==> config.mk <==
export PLATFORM = sky130hd
export DESIGN_NAME = wb_stage_regfile
export DESIGN_NICKNAME = d
export VERILOG_FILES = /design/src/rtl/wb_stage_regfile.sv
export SDC_FILE = /design/constraint.sdc
export NUM_CORES = 2
export LEC_CHECK = 0
export CORE_MARGIN = 3
export CORE_UTILIZATION = 58
export CTS_BUF_LIST = sky130_fd_sc_hd__clkbuf_4 sky130_fd_sc_hd__clkbuf_8
export DETAILED_ROUTE_END_ITERATION = 8
export GPL_TIMING_DRIVEN = 0
export PLACE_DENSITY_LB_ADDON = 0.05
export SYNTH_ARGS = -nofsm -noshare
export SYNTH_HDL_FRONTEND = slang
export SYNTH_SLANG_ARGS = --single-unit
export TNS_END_PERCENT = 30
==> constraint.sdc <==
create_clock -name clk -period 76.6 [get_ports clk]
set_input_delay 7.66 -clock clk [delete_from_list [all_inputs] [get_ports clk]]
set_output_delay 7.66 -clock clk [all_outputs]
set_load 0.01 [all_outputs]
==> src/rtl/wb_stage_regfile.sv <==
// Y86-64 PIPE write-back stage: W pipeline register, destination decode and a 2W/2R register file.
// Optional macro WB_BYPASS_EN makes the read ports write-through from the W register.
module wb_stage_regfile #(
  parameter int DATA_W = 64,
  parameter int NREG   = 15,
  parameter int RNONE  = 15,
  parameter int RSP    = 4
) (
  input  logic              clk,
  input  logic              rst,
  input  logic [2:0]        m_stat,
  input  logic [3:0]        m_icode,
  input  logic              m_cnd,
  input  logic [DATA_W-1:0] m_valE,
  input  logic [DATA_W-1:0] m_valM,
  input  logic [3:0]        m_rA,
  input  logic [3:0]        m_rB,
  input  logic              W_stall,
  input  logic              W_bubble,
  input  logic [3:0]        srcA,
  input  logic [3:0]        srcB,
  output logic [DATA_W-1:0] rvalA,
  output logic [DATA_W-1:0] rvalB,
  output logic [2:0]        W_stat,
  output logic [3:0]        W_icode,
  output logic [3:0]        W_dstE,
  output logic [3:0]        W_dstM,
  output logic [DATA_W-1:0] W_valE,
  output logic [DATA_W-1:0] W_valM,
  output logic              halted
);

  localparam logic [3:0] RNONE_ID = 4'(RNONE);
  localparam logic [3:0] RSP_ID   = 4'(RSP);
  localparam logic [4:0] NREG_L   = 5'(NREG);
  localparam logic [2:0] STAT_AOK = 3'd1;

  function automatic logic id_valid(input logic [3:0] id);
    return ({1'b0, id} < NREG_L);
  endfunction

  function automatic logic [3:0] clamp_id(input logic [3:0] id);
    if (id_valid(id)) begin
      return id;
    end else begin
      return RNONE_ID;
    end
  endfunction

  // cmovXX (icode 2) only targets rB when its condition held
  function automatic logic [3:0] decode_dste(input logic [3:0] icode, input logic cnd,
                                             input logic [3:0] rb);
    logic [3:0] d;
    case (icode)
      4'd3, 4'd6:               d = rb;
      4'd2:                     d = cnd ? rb : RNONE_ID;
      4'd8, 4'd9, 4'd10, 4'd11: d = RSP_ID;
      default:                  d = RNONE_ID;
    endcase
    return clamp_id(d);
  endfunction

  function automatic logic [3:0] decode_dstm(input logic [3:0] icode, input logic [3:0] ra);
    logic [3:0] d;
    case (icode)
      4'd5, 4'd11: d = ra;
      default:     d = RNONE_ID;
    endcase
    return clamp_id(d);
  endfunction

  logic [2:0]        w_stat_r;
  logic [3:0]        w_icode_r;
  logic [3:0]        w_dste_r;
  logic [3:0]        w_dstm_r;
  logic [DATA_W-1:0] w_vale_r;
  logic [DATA_W-1:0] w_valm_r;
  logic              halted_r;
  logic [DATA_W-1:0] regs_r [0:NREG-1];
  logic              we_s;
  logic              dste_ok_s;
  logic              dstm_ok_s;
  logic [DATA_W-1:0] rvala_s;
  logic [DATA_W-1:0] rvalb_s;

  // W pipeline register; destinations are decoded on capture so W_dst* come straight from flops
  always_ff @(posedge clk or posedge rst) begin
    if (rst) begin
      w_stat_r  <= STAT_AOK;
      w_icode_r <= 4'd1;
      w_dste_r  <= RNONE_ID;
      w_dstm_r  <= RNONE_ID;
      w_vale_r  <= '0;
      w_valm_r  <= '0;
    end else if (W_bubble) begin
      w_stat_r  <= STAT_AOK;
      w_icode_r <= 4'd1;
      w_dste_r  <= RNONE_ID;
      w_dstm_r  <= RNONE_ID;
      w_vale_r  <= '0;
      w_valm_r  <= '0;
    end else if (!W_stall) begin
      w_stat_r  <= m_stat;
      w_icode_r <= m_icode;
      w_dste_r  <= decode_dste(m_icode, m_cnd, m_rB);
      w_dstm_r  <= decode_dstm(m_icode, m_rA);
      w_vale_r  <= m_valE;
      w_valm_r  <= m_valM;
    end else begin
      w_stat_r  <= w_stat_r;
      w_icode_r <= w_icode_r;
      w_dste_r  <= w_dste_r;
      w_dstm_r  <= w_dstm_r;
      w_vale_r  <= w_vale_r;
      w_valm_r  <= w_valm_r;
    end
  end

  assign we_s      = (w_stat_r == STAT_AOK) && !halted_r;
  assign dste_ok_s = id_valid(w_dste_r);
  assign dstm_ok_s = id_valid(w_dstm_r);

  // Sticky halt: any HLT/ADR/INS status reaching write-back freezes architectural state
  always_ff @(posedge clk or posedge rst) begin
    if (rst) begin
      halted_r <= 1'b0;
    end else if ((w_stat_r == 3'd2) || (w_stat_r == 3'd3) || (w_stat_r == 3'd4)) begin
      halted_r <= 1'b1;
    end else begin
      halted_r <= halted_r;
    end
  end

  // Register file write ports; M overrides E on a shared destination (popq %rsp)
  always_ff @(posedge clk or posedge rst) begin
    if (rst) begin
      for (int i = 0; i < NREG; i++) begin
        regs_r[i] <= '0;
      end
    end else if (we_s) begin
      if (dste_ok_s && (w_dste_r != w_dstm_r)) begin
        regs_r[w_dste_r] <= w_vale_r;
      end
      if (dstm_ok_s) begin
        regs_r[w_dstm_r] <= w_valm_r;
      end
    end
  end

  // Combinational decode read ports
  always_comb begin
    rvala_s = '0;
    rvalb_s = '0;
    if (id_valid(srcA)) begin
      rvala_s = regs_r[srcA];
    end else begin
      rvala_s = '0;
    end
    if (id_valid(srcB)) begin
      rvalb_s = regs_r[srcB];
    end else begin
      rvalb_s = '0;
    end
`ifdef WB_BYPASS_EN
    if (we_s && dstm_ok_s && (srcA == w_dstm_r)) begin
      rvala_s = w_valm_r;
    end else if (we_s && dste_ok_s && (srcA == w_dste_r)) begin
      rvala_s = w_vale_r;
    end else begin
      rvala_s = rvala_s;
    end
    if (we_s && dstm_ok_s && (srcB == w_dstm_r)) begin
      rvalb_s = w_valm_r;
    end else if (we_s && dste_ok_s && (srcB == w_dste_r)) begin
      rvalb_s = w_vale_r;
    end else begin
      rvalb_s = rvalb_s;
    end
`endif
  end

  assign rvalA   = rvala_s;
  assign rvalB   = rvalb_s;
  assign W_stat  = w_stat_r;
  assign W_icode = w_icode_r;
  assign W_dstE  = w_dste_r;
  assign W_dstM  = w_dstm_r;
  assign W_valE  = w_vale_r;
  assign W_valM  = w_valm_r;
  assign halted  = halted_r;

endmodule
* After elaboration in Yosys (flattened, before gate mapping) *
Cells that the tools add are included.

storage, ports and cells
  flip-flop bits (word level) = 1104
  latch bits = 0
  bits in writable memories = 0
  memory bits (read-only) = 0
  input port bits = 156
  logic and storage cells = 100
  memories kept = 0

operators by class
  add/subtract/negate cells = 0
  multipliers = 0
  div/mod/pow operators = 0
  order comparisons = 12
  equal/unequal tests = 14
  shift operators = 0
  mux-type cells = 38
  bitwise logic cells = 4
  reduce and logical (&&, ||, !) cells = 10

operators by type and width
  cell                                                        number
  2-to-1 mux 960 bit                                          3
  bitwise mux 960 bit                                         2
  2-to-1 mux 64 bit                                           12
  binary-select mux 64 bit (select 4 bit)                     2
  demux 64 bit (select 4 bit)                                 2
  2-to-1 mux 4 bit                                            14
  less-than comparator 4 bit, second input constant           6
  >= comparator 5 bit, second input constant                  4
  NOT 4 -> 5 bit                                              4
  == test 4 bit, second input constant                        4
  case mux 4 bit (3 select lines)                             1
  less-than comparator 5 x 1 -> 1 bit, second input constant  2
  == test 4 x 2 -> 1 bit, second input constant               2
  == test 4 x 3 -> 1 bit, second input constant               2
  == test 3 x 2 -> 1 bit, second input constant               2
  2-to-1 mux 3 bit                                            2
  logical AND 1 bit                                           4
  inequality test 4 bit                                       1
  OR reduction 2 bit                                          2
  OR reduction 4 bit                                          1
  == test 3 x 1 -> 1 bit, second input constant               1
  == test 3 bit, second input constant                        1
  logical OR 1 bit                                            2
  inequality test 2 x 1 -> 1 bit, second input constant       1
  zero test 1 bit                                             1

* Logic depth before layout (Yosys ltp) *
  depth after elaboration = 10
  gate-level depth with buffers = 9

* Worst setup path before layout *
Ideal clock, no wire load.

  path kind = input to output
  start point = input port srcA[0]
  end point = output port rvalA[13]
  data arrival time = 9.263 ns
  required time = 68.940 ns
  slack = 59.677 ns
  stages = 9
  path buffers = 5
  path through = buf_2 buf_2 buf_2 nor2b_1 buf_2 buf_1 o2bb2ai_1 mux2i_1 a21oi_1

between the ends
  longest elaborated chain between the ends = 5
  elaborated cells between the ends (all ways) = 6

ends and longest elaborated chain
  element                                                RTL line  source
  from (decl)                                            20        input logic [3:0] srcA,
  NOT 4 -> 5 bit (not written as such)                   155       rvala_s = regs_r[srcA];
  binary-select mux 64 bit (select 4 bit)                155
  2-to-1 mux 64 bit (not written as such) (2 in series)  155
  2-to-1 mux 64 bit *                                    154       if (id_valid(srcA)) begin
  to (decl)                                              22        output logic [DATA_W-1:0] rvalA,

Mark *: on every way between the ends. The rest lies on a longest branch, timed or not. The select of a mux whose other input is x is not followed.

* Final worst setup path *
  start point = input port srcA[0]
  end point = output port rvalA[16]

Same word-level chain as after synthesis.

==> reports/metrics.cfg <==
[placement]
dp.final_hpwl_um = 199000
numPortBuffers = 419
dp.cells = 7880
place.gp.congestion = 0.987

[logic_synthesis]
synth_edf_count = 0
avgSynthCellArea_um2 = 12.0
ys_seq_elements = 1104
yosysTopAreaCell = dfrtp_1
synth_most_common_cell = dfrtp_1
yosysUniqueCellTypes = 44
synthesis.area_mm2 = 0.0700
synthFlopType = dfrtp_1
ys_seq_area_share_pct = 39.5
async_flop_share_pct = 100
yosys_warnings = 0
syn_inst = 5846
synthTopCellsByCount = dfrtp_1, mux2_2, mux2i_1
synth_area_leaders = dfrtp_1, mux2_2, mux4_2, mux2i_1, mux2_1
syn-num-nets = 6002
synth.top_cell.area_share_pct = 39.1

[final_layout]
fin_cells = 8252
drive_gt1_share_pct = 31.5
ff_latch_area_mm2 = 0.0276
finalNetCount = 6630
num-fill-cells = 9203
multi_input_comb_area_mm2 = 0.0384
syn_to_final_growth_pct = 15.4

[cts]
root_buffer = clkbuf_8
cts_tree = done
post-cts-setup-buffers = 0
cts_hold_buf = 0
clock_sinks = 1104
post_cts_resized = 0
htree_levels = 4
cts_buffer_depth = 3
cts-buffers-inserted = 192
clk_latency_ns = 0.95
clk_pin_slew_ns = 0.06

[timing]
tns_ns = 0
setup_viol_count_final = 0
finalCritPeriodShare_pct = 26.2
finalMaxSlewViolations = 18
relSlewSlack_pct = -4.72
fmax_mhz = 49.8
worst_slew_pin_slew_ns = 1.57
finalClockSkew_ns = 0.0440
final.min_clock_period_ns = 20.10
hold_violations = 0
rsz0062_at_grt = no

[outcome]
violations = capacitance limit, slew limit
run_status = finished with violations

[route]
wl_met3_um = 35400
drt_iter0_markers = 7129
routed.top_layer = met5
routedWlPerCell_um = 33.6
drc = 0
route.vias.total = 56900
dr_wl_met2_um = 121000
viasPerCell = 6.89
dr.pass1.iters = 8
drt-met1-wl_um = 101000
ant_nets = 0
totalWireLength_um = 277000

[die]
die_y_um = 353
die_area_mm2 = 0.125
ios = 428
rows = 126
die_w_um = 353
start_util_pct = 58.9
core_area_mm2 = 0.119

[global_routing]
grt_use_total_pct = 43.9
grt_pass1_vias = 56400
antenna_found_initial = 25
grt_first_pass_wirelength_um = 399000
grt_max_degree = 127
grt_remaining_overflow = 0

[critical_path]
r2r_cells = 8
crit_arrival_ns = 12.44
required_ns = 68.94
worstSetupPathType = in2out
crit_fanout = 10
ff2ff_setup_slack_ns = 72.25
cp-end-kind = output port
cp-start-kind = input port

[hold_path]
whs_path_depth = 1
hp-class = reg2reg

[power]
powerDensity_mw_per_mm2 = 17.3
p_leak_nw = 35.2
irDropWorstVdd_mv = 0.0192

[flow_run]
cap_violations = 2

-- flip-flops by register name, indices dropped and copies added, names as in the netlist --
name,flops
W_dstE,4
W_dstM,4
W_icode,4
W_stat,3
W_valE,64
W_valM,64
halted,1
regs_r,960
-- cells by family after synthesis --
kind of cell           count (synthesis)  synth area share, %
AND/OR/NAND/NOR                      640                 4.21
multiplexers                        2384                 43.3
XOR/XNOR                               4               0.0500
buffers and inverters                920                 5.66
AO/OA/AOI/OAI                        794                 7.28
flip-flops                          1104                 39.5
-- area by class of cell --
| type | count | area share, % |
|---|---|---|
| diodes | 37 | 0.115 |
| plain buffers | 642 | 3.63 |
| clock buffers | 315 | 4.91 |
| clock inverters | 20 | 0.169 |
| inverters | 278 | 1.30 |
| multi-input cells | 3822 | 47.6 |
| flip-flops and latches | 1104 | 34.2 |
| well taps | 1600 | 2.48 |
| repair buffers | 434 | 5.66 |
-- critical path: stages --
cell and delay (ns):
buf_2 0.26, buf_2 0.55, buf_2 0.78, buf_2 0.51, buf_2 0.79, clkbuf_1 0.52
o2bb2ai_1 0.16, mux2i_1 0.29, a21oi_1 0.27, clkdlybuf4s50_1 0.58
-- routing by layer --
metal,track usage (%),vias up
met3,15.8,1030
li1,-,22800
met2,63.8,4226
met4,27.6,22
met1,56.0,28800
met5,0.538,-
-- per-stage QoR --
stage               area [um^2]  utilization (%)  total power, mW  hold slack (ns)  worst slack [ns]
floorplan                 70000                -            0.727            0.470             37.87
global placement          76200             64.1            0.805            0.479             23.09
detailed placement        76600             64.5            0.809            0.491             56.77
CTS                       80700             67.9             1.39            0.504             56.76
global route              80800             67.9             1.43            0.525             56.68
finish                    80800             68.0             1.40            0.503             56.50
-- report_power, final --
group	internal [mW]	switching [mW]	leakage, nW
sequential	0.599	0.0196	15.2
clock	0.327	0.266	2.19
combinational	0.0765	0.108	17.8
-- cell usage in the layout (no fill, tap or decap), types with 6 or more instances in the layout --
master,n
dfrtp_1,1094
mux2_2,1075
mux2i_1,662
clkdlybuf4s50_1,419
mux4_2,384
clkbuf_1,339
nand2_1,286
o21ai_0,283
inv_1,277
mux2_1,263
clkbuf_8,256
nor2_1,178
a21oi_1,171
buf_2,163
nor2b_1,138
o2bb2ai_1,128
a211oi_1,128
buf_4,69
a41oi_1,64
clkbuf_4,59
buf_1,54
diode_2,37
clkinv_2,15
buf_16,13
clkbuf_2,11
dfstp_2,10
nand3_1,10
buf_6,8
o22a_1,7
nand4_1,6
-- final timing paths --
kind,from,end
setup / recovery,srcA[0],rvalA[16]
hold reg to reg,regs_r[668],regs_r[668]
setup reg to reg,W_dstM[3],regs_r[293]
min in group asynchronous,rst,regs_r[137]
hold / removal,regs_r[668],regs_r[668]
max in group asynchronous,rst,regs_r[294]
No activity file was read; power rests on OpenSTA's default activity.
